<file path="config.mk">
export PLATFORM = sky130hd
export DESIGN_NAME = ifetch
export DESIGN_NICKNAME = d
export VERILOG_FILES = /design/src/rtl/ifetch_pkg.sv /design/src/rtl/ifetch_queue.sv /design/src/rtl/ifetch.sv
export SDC_FILE = /design/constraint.sdc
export NUM_CORES = 1
export LEC_CHECK = 0
export BUFFER_PORTS_ARGS = -buffer_cell sky130_fd_sc_hd__buf_2
export CORE_MARGIN = 2
export CORE_UTILIZATION = 56
export DETAILED_ROUTE_END_ITERATION = 10
export GPL_TIMING_DRIVEN = 0
export PLACE_DENSITY_LB_ADDON = 0.3
export SYNTH_ARGS = -nofsm -noshare
export SYNTH_HDL_FRONTEND = slang
export SYNTH_SLANG_ARGS = --single-unit
</file>
<file path="constraint.sdc">
create_clock -name clk -period 4.9 [get_ports clk]
set_input_delay 0 -clock clk [delete_from_list [all_inputs] [get_ports clk]]
set_output_delay 0 -clock clk [all_outputs]
set_load 0.1 [all_outputs]
</file>
<file path="src/rtl/ifetch_pkg.sv">
// Shared fetch-unit definitions: widths, PC step, queue entry type.
// Imported by ifetch and ifetch_queue.
package ifetch_pkg;
  localparam int XLEN    = 32;
  localparam int INSTR_W = 32;
  localparam int PC_STEP = 4;

  localparam logic [XLEN-1:0] RESET_PC_DEF = '0;

  typedef struct packed {
    logic [XLEN-1:0]    pc;
    logic [INSTR_W-1:0] instr;
  } fq_entry_t;
endpackage

</file>
<file path="src/rtl/ifetch_queue.sv">
// Prefetch FIFO of fq_entry_t; the head always lives in slot 0.
// Flush drops all entries; the slots keep their last contents.
import ifetch_pkg::*;

module ifetch_queue #(
  parameter int DEPTH = 2
) (
  input  logic                             clk,
  input  logic                             reset,
  input  logic                             push,
  input  fq_entry_t                        wdata,
  input  logic                             pop,
  input  logic                             flush,
  output fq_entry_t                        head,
  output logic [$clog2(DEPTH+1)-1:0]       count,
  output logic                             empty,
  output logic                             full
);

  localparam int CW = $clog2(DEPTH+1);

  fq_entry_t         ent_q [DEPTH];
  fq_entry_t         ent_d [DEPTH];
  logic [CW-1:0]     cnt_q;
  logic [CW-1:0]     cnt_d;
  logic              do_pop;
  logic              do_push;
  int                wr_idx;

  assign empty = (cnt_q == '0);
  assign full  = (cnt_q == CW'(DEPTH));
  assign count = cnt_q;
  assign head  = ent_q[0];

  assign do_pop  = pop && !empty;
  assign do_push = push && (!full || do_pop);
  assign wr_idx  = int'(cnt_q) - (do_pop ? 1 : 0);

  always_comb begin
    ent_d = ent_q;
    cnt_d = cnt_q;
    if (flush) begin
      cnt_d = '0;
    end else begin
      // Shift only live entries so a lone head keeps its value on pop.
      for (int i = 0; i < DEPTH - 1; i++) begin
        if (do_pop && (i + 1 < int'(cnt_q)))
          ent_d[i] = ent_q[i+1];
      end
      for (int i = 0; i < DEPTH; i++) begin
        if (do_push && (i == wr_idx))
          ent_d[i] = wdata;
      end
      unique case (1'b1)
        do_push && !do_pop: cnt_d = cnt_q + CW'(1);
        !do_push && do_pop: cnt_d = cnt_q - CW'(1);
        default:            cnt_d = cnt_q;
      endcase
    end
  end

  always_ff @(posedge clk or posedge reset) begin
    if (reset) begin
      cnt_q <= '0;
      for (int i = 0; i < DEPTH; i++)
        ent_q[i] <= '0;
    end else begin
      cnt_q <= cnt_d;
      for (int i = 0; i < DEPTH; i++)
        ent_q[i] <= ent_d[i];
    end
  end

endmodule

</file>
<file path="src/rtl/ifetch.sv">
// Instruction fetch: fetch PC, prefetch queue, redirect flush.
// Optional fetch/redirect counters under IFETCH_PERF_CNT_EN.
import ifetch_pkg::*;

module ifetch #(
  parameter logic [XLEN-1:0] RESET_PC = RESET_PC_DEF,
  parameter int              QDEPTH   = 2
) (
  input  logic               clk,
  input  logic               reset,
  input  logic               fetch_en,
  output logic [XLEN-1:0]    iaddr,
  input  logic [INSTR_W-1:0] idata,
  input  logic               redirect_valid,
  input  logic [XLEN-1:0]    redirect_pc,
  output logic               inst_valid,
  input  logic               inst_ready,
  output logic [INSTR_W-1:0] inst_data,
`ifdef IFETCH_PERF_CNT_EN
  output logic [31:0]        fetch_count,
  output logic [31:0]        redirect_count,
`endif
  output logic [XLEN-1:0]    inst_pc
);

  localparam int CW = $clog2(QDEPTH+1);

  logic [XLEN-1:0] fpc_q;
  logic [XLEN-1:0] fpc_d;
  logic            push;
  logic            pop;
  logic            q_empty;
  logic            q_full;
  logic [CW-1:0]   q_count_unused;
  fq_entry_t       q_head;
  fq_entry_t       q_wdata;

  assign iaddr      = fpc_q;
  assign inst_valid = !q_empty;
  assign pop        = inst_valid && inst_ready;
  assign push       = fetch_en && !redirect_valid && (!q_full || pop);
  assign inst_data  = q_head.instr;
  assign inst_pc    = q_head.pc;

  always_comb begin
    q_wdata       = '0;
    q_wdata.pc    = fpc_q;
    q_wdata.instr = idata;
  end

  always_comb begin
    fpc_d = fpc_q;
    if (redirect_valid)
      fpc_d = {redirect_pc[XLEN-1:2], 2'b00};
    else if (push)
      fpc_d = fpc_q + XLEN'(PC_STEP);
  end

  always_ff @(posedge clk or posedge reset) begin
    if (reset) fpc_q <= RESET_PC;
    else       fpc_q <= fpc_d;
  end

  ifetch_queue #(
    .DEPTH (QDEPTH)
  ) u_q (
    .clk   (clk),
    .reset (reset),
    .push  (push),
    .wdata (q_wdata),
    .pop   (pop),
    .flush (redirect_valid),
    .head  (q_head),
    .count (q_count_unused),
    .empty (q_empty),
    .full  (q_full)
  );

`ifdef IFETCH_PERF_CNT_EN
  logic [31:0] fcnt_q;
  logic [31:0] fcnt_d;
  logic [31:0] rcnt_q;
  logic [31:0] rcnt_d;

  always_comb begin
    fcnt_d = fcnt_q + (pop ? 32'd1 : 32'd0);
    rcnt_d = rcnt_q + (redirect_valid ? 32'd1 : 32'd0);
  end

  always_ff @(posedge clk or posedge reset) begin
    if (reset) begin
      fcnt_q <= '0;
      rcnt_q <= '0;
    end else begin
      fcnt_q <= fcnt_d;
      rcnt_q <= rcnt_d;
    end
  end

  assign fetch_count    = fcnt_q;
  assign redirect_count = rcnt_q;
`endif

endmodule

</file>
### Yosys cells after proc, flatten, opt, wreduce, memory -nomap -nowiden

Index checks and enable logic that the tools add are counted.

* bitwise gates (word level): 1
* shift operators: 0
* equality and inequality tests: 2
* divide/modulo/power cells: 0
* reductions and logical operators: 24
* multipliers: 0
* $add $sub $neg: 4
* order comparisons: 1
* mux-type cells: 7

Operators with widths (count)
* $mux 64: 2
* $mux 32: 2
* $add 32x3->32 const B: 1
* $eq 2x32->1 const A: 1
* $logic_not 32->1: 1
* $sub 3x32->32: 1
* $logic_and 1x1->1: 10
* $logic_not 1->1: 5
* $pmux 2 s2: 1
* $reduce_and 2->1: 2
* $reduce_bool 2->1: 2
* $reduce_bool 3->1: 1
* $add 2x1->2 const B: 1
* $eq 2x2->1 const B: 1
* $logic_not 2->1: 1
* $logic_or 1x1->1: 2
* $lt 1x2->1 const A: 1
* $mux 2: 1
* $sub 2x1->2 const B: 1
* $mux 1: 1
* $not 1->1: 1

* register bits: 162
* RAM bits: 0
* word-level logic and storage cells: 45
* bits in latches: 0
* memories: 0
* input bits: 69
* bits in read-only memories: 0
* output and inout bits: 97

### Logic depth before layout (Yosys ltp)

* word-level depth: 10
* gate-level depth with buffers: 12

### By module

From an unflattened synthesis, not the netlist that was laid out.

* cell total of the unflattened synthesis: 743
* area, all modules: 7965.1 sq um

By module, submodules not included
* ifetch_queue: times used 1, sequential area each 3253.1 sq um, cells an instance 505, area each 5958.2 sq um
* ifetch: times used 1, sequential area each 750.7 sq um, cells an instance 238, area each 2006.9 sq um

### Worst setup path before layout

Ideal clock, no wire load.

* path kind: register to register
* from: register u_q.cnt_q[1] (netlist: u_q.count[1])
* to: register u_q.ent_q[37] in the netlist's numbering
* stages on the path, launching flop included: 13
* arrival time: 2.627 ns
* setup slack: 2.146 ns
* library setup time: 0.127 ns
* path through: dfrtp_1 -> inv_1 -> ha_1 -> nand2b_4 -> buf_6 -> clkbuf_1 -> nor2_1 -> ha_1 -> nand2b_1 -> or4b_1 -> buf_4 -> buf_6 -> mux2_4

* word-level cells in the longest chain between the ends: 9
* elaborated cells on any way between the ends: 15
* those cells by class: add/sub (1); eq/ne (2); mux (1); reduce/logical (11)

Ends and longest elaborated chain
* from (decl): RTL line ifetch_queue.sv:24 `logic [CW-1:0] cnt_q;`
* from (signal assigned): RTL line ifetch_queue.sv:68 `cnt_q <= cnt_d;`
* $logic_not 2->1: RTL line ifetch_queue.sv:30 `assign empty = (cnt_q == '0);`
* $logic_not 1->1: RTL line ifetch_queue.sv:35, ifetch.sv:39
* $logic_and 1x1->1: RTL line ifetch.sv:40 `assign pop = inst_valid && inst_ready;`
* $logic_and 1x1->1: RTL line ifetch_queue.sv:35 `assign do_pop = pop && !empty;`
* $mux 1: RTL line ifetch_queue.sv:37 `assign wr_idx = int'(cnt_q) - (do_pop ? 1 : 0);`
* $sub 3x32->32: RTL line ifetch_queue.sv:37
* $eq 2x32->1: RTL line ifetch_queue.sv:51 `if (do_push && (i == wr_idx))`
* $logic_and 1x1->1 *: RTL line ifetch_queue.sv:51
* $reduce_and 2->1 (no source line) *
* to (signal, indexed assignment): RTL line ifetch_queue.sv:70 `ent_q[i] <= ent_d[i];`
* to (decl): RTL line ifetch_queue.sv:22 `fq_entry_t ent_q [DEPTH];`

Mark *: on every way between the ends. The rest lies on a longest branch, timed or not.
A chain may end at the register's enable or synchronous reset.

### Final worst setup path

* from: register u_q.cnt_q[1] (netlist: u_q.count[1])
* to: register u_q.ent_q[41] in the netlist's numbering

Same word-level chain as after synthesis.

==> qor.csv <==
stage,metric,value,unit
floorplan,io pins,166,
timing,Setup WS post-layout,1770,ps
drt,# DRC,0,
finish,P&R area growth vs syn,27.3,%
clock_network,CTS Sinks,156,
clock_network,Longest Clk Path Bufs,2,
logic_synthesis,syn_area_per_cell,12.7,sq um
setup_path,CP Capture Type,register,
logic_synthesis,ys async rst share,1.00,
global_routing,"Remaining Overflow, GRT",0,
global_routing,GRT Max-Usage Layer,met2,
timing,min Tclk post-route,3130,ps
setup_path,FF-to-FF End,u_q.ent_q[41]$_DFFE_PP0P_,
timing,RSZ-0062 raised after global routing,no,
logic_synthesis,sequential area share after synthesis,0.475,
setup_path,CP required,5200,ps
floorplan,Cell Rows,44,
finish,layout cells sized above 1,0.478,
pwr,static leakage,5.15,nW
drt,antenna-violating nets left,0,
pwr,Comb power frac,0.566,
place,post-place instance area,9280,sq um
setup_path,"Cell Chain, Critical Path",inv_1 -> ha_1 -> nand2b_4 -> buf_6 -> clkbuf_1 -> nor2_1 -> ha_1 -> nand2b_1 -> or4b_1 -> buf_4 -> buf_6 -> mux2_4,
floorplan,Die W,125,microns
drt,routed len/inst,17.8,microns
timing,Slew HR,0.285,
setup_path,delay of the slowest critical-path stage,470,ps
place,Placer Congestion,0.863,
logic_synthesis,Area contributors post-synth,"dfrtp_1 (48%), mux2_2 (13%), mux2_4 (11%), buf_4 (6.2%), mux2i_1 (2.3%)",
setup_path,r2r setup slk,1770,ps
global_routing,Total GRT Usage,0.255,
logic_synthesis,Synth Flop Type,dfrtp_1,
clock_network,worst-skew pair later-pin latency,420,ps
pwr,clock power share,0.156,
timing,final setup violation count,0,
logic_synthesis,Synth top area share,0.475,
place,pre-CTS setup slack,1820,ps
setup_path,worst r2r path cells,12,
drt,total wire length,19400,microns
logic_synthesis,Synth cell types,46,
setup_path,CP max-delay cell,or4b_1,
setup_path,Startpoint Class,register,
pwr,Worst IR Drop VDD,0.656,mV
clock_network,number of buffers created by CTS,17,
min_path,WHS Endpoint,u_q.count[1]$_DFFE_PP0P_,
finish,final instance area,10500,sq um
floorplan,core box area,14400,sq um
global_routing,grt met1 use,0.321,
pwr,sequential power share,0.279,
clock_network,H-tree depth,4,
place,post-detail-place hpwl,12800,microns
logic_synthesis,"EDFF count, synth",0,
drt,vias,5993,
clock_network,CTS tree,built,
global_routing,met2 usage,0.432,
clock_network,clk root buf,clkbuf_16,
pwr,power per cell area,747,nW/um^2
timing,Fin. Hold Viols,0,
setup_path,Critical Path Start,u_q.count[1]$_DFFE_PP0P_,
logic_synthesis,synthesized instance count,649,
clock_network,"Clk pin slew, worst setup/hold paths",60,ps
run,Max Cap Viol,0,
setup_path,beginning of the worst register-to-register path,u_q.count[1]$_DFFE_PP0P_,
logic_synthesis,most frequent cell after synthesis,dfrtp_1,
logic_synthesis,Yosys reg bits,156,
min_path,Hold WC Path Type,in -> reg,
floorplan,total die area,15700,sq um
timing,Least-Margin Pin Slew,1070,ps
global_routing,initial antenna violation count,2,
drt,DR iter-0 viols,380,
min_path,HP Start,fetch_en,
setup_path,Critical Path AT,3430,ps
drt,Pre-antenna DRT Iters,5,
drt,routed vias/inst,5.50,
timing,Achievable Freq,0.319,GHz
global_routing,first-pass GRT wire length,31600,microns
timing,clk_skew,6.08,ps
logic_synthesis,Synth warnings,0,
global_routing,pin count of the biggest net entering global routing,99,
floorplan,Chip Height,125,microns
timing,Final Cycle Share,0.639,
finish,final net count,967,
global_routing,vias in the first global route,6183,
pwr,NetSw,3.77,mW
pwr,Int Pwr,4.04,mW
floorplan,Starting Density,0.569,
pwr,sw frac,0.483,
clock_network,Resized cells post-CTS,0,
setup_path,Crit Path Max Fanout,10,
logic_synthesis,"area leader, netlist",dfrtp_1,
min_path,Hold Crit Depth,3,
global_routing,met3 Resource Use GR,0.0689,
setup_path,Crit Path Category,reg -> reg,
timing,Max Slew Vio Count,0,
logic_synthesis,commonest cells in the netlist,"dfrtp_1 (156), mux2_2 (95), buf_4 (68)",
place,IO Port Bufs,158,
logic_synthesis,mapped cell area,8210,sq um
outcome,status,completed,
logic make-up (layout without fill, tap and decap cells):
logic type,after synthesis,after routing,synth area share
adder cells (fa/ha/maj),5,5,0.00762
other,1,5,0.000457
multiplexers,187,187,0.281
buffers and inverters,119,372,0.0981
AO/OA/AOI/OAI,63,63,0.0565
flip-flops,156,156,0.475
XOR/XNOR,13,13,0.0139
AND/OR/NAND/NOR,105,105,0.0673
metal layers:
| layer | vias to the layer above | wire length (microns) |
|---|---|---|
| met1 | 2970 | 8150 |
| met2 | 242 | 9760 |
| li1 | 2756 | - |
| met4 | 0 | 256 |
| met3 | 25 | 1270 |
| met5 | - | 0 |
layout by cell type, fill, tap and decap left out, types with 4 or more instances in the layout:
cell,count
nand4_1,14
dlygate4sd3_1,63
mux2_1,13
clkbuf_16,17
inv_1,14
mux2_4,60
nand2_1,25
and3_1,6
o21ai_0,13
clkbuf_1,20
a21oi_1,4
buf_4,68
o31ai_1,8
a2111oi_0,4
a311o_1,6
nor2_1,21
buf_6,13
mux2i_1,19
mux2_2,95
or4_1,9
dfrtp_1,156
conb_1,4
clkinv_2,4
xnor2_1,11
a211oi_1,7
nand3_1,17
buf_2,160
ha_1,5
clkbuf_8,5
a31oi_1,11
power groups by stage:
stage | Sequential (mW) | Clock, mW | Combinational (mW)
5_1_grt | 2.24 | 1.29 | 4.60
3_3_place_gp | 2.13 | 0 | 4.29
6_report | 2.18 | 1.22 | 4.42
3_5_place_dp | 2.18 | 0 | 4.37
2_1_floorplan | 2.26 | 0 | 3.67
4_1_cts | 2.17 | 1.23 | 4.43
registers in the layout, indices dropped and copies added, names as in the netlist:
signal / cells
u_q.ent_q: 62
iaddr: 30
u_q.count: 2
u_q.head: 62
per-stage QoR:
stage | setup TNS, ps | power [mW] | utilization | std cells | hold WS (ps)
2_1_floorplan | 0 | 5.93 | - | 652 | 120
3_3_place_gp | -123350 | 6.42 | 0.641 | 994 | 208
3_5_place_dp | 0 | 6.55 | 0.643 | 995 | 104
4_1_cts | 0 | 7.82 | 0.725 | 1089 | 35.6
5_1_grt | 0 | 8.14 | 0.725 | 1090 | 81.5
6_report | 0 | 7.81 | 0.725 | 1090 | 41.5
final cells by class:
class,instances,area (sq um)
plain buffers,104,749
clock buffers,25,505
repair buffers,222,1450
flip-flops and latches,156,3900
diodes,1,2.50
multi-input cells,377,3520
well taps,184,230
clock inverters,6,36.3
fillers,987,3970
inverters,15,61.3
critical path, delay by kind of cell (launching register included):
family / cells / cell delay (ps)
and+or+nand+nor: 4 / 740
buffers and inverters: 5 / 1050
muxes: 1 / 310
adders and majority gates: 2 / 510
DFF: 1 / 400
worst max-delay path by stage:
stage	depth (start not counted)	slack [ps]	end
floorplan	1	690	iaddr[10]$_DFFE_PP0P_
global placement	2	-800	u_q.head[12]$_DFFE_PP0P_
detailed placement	12	1820	u_q.ent_q[44]$_DFFE_PP0P_
CTS	12	1790	u_q.ent_q[41]$_DFFE_PP0P_
global route	12	1590	u_q.ent_q[53]$_DFFE_PP0P_
finish	12	1770	u_q.ent_q[41]$_DFFE_PP0P_
timing repair:
item	CTS	global route
hold endpoints to repair	152	0
setup endpoints to repair	0	0
buffers inserted	0	0
hold buffers	63	0
(Power assumes the default switching activity.)
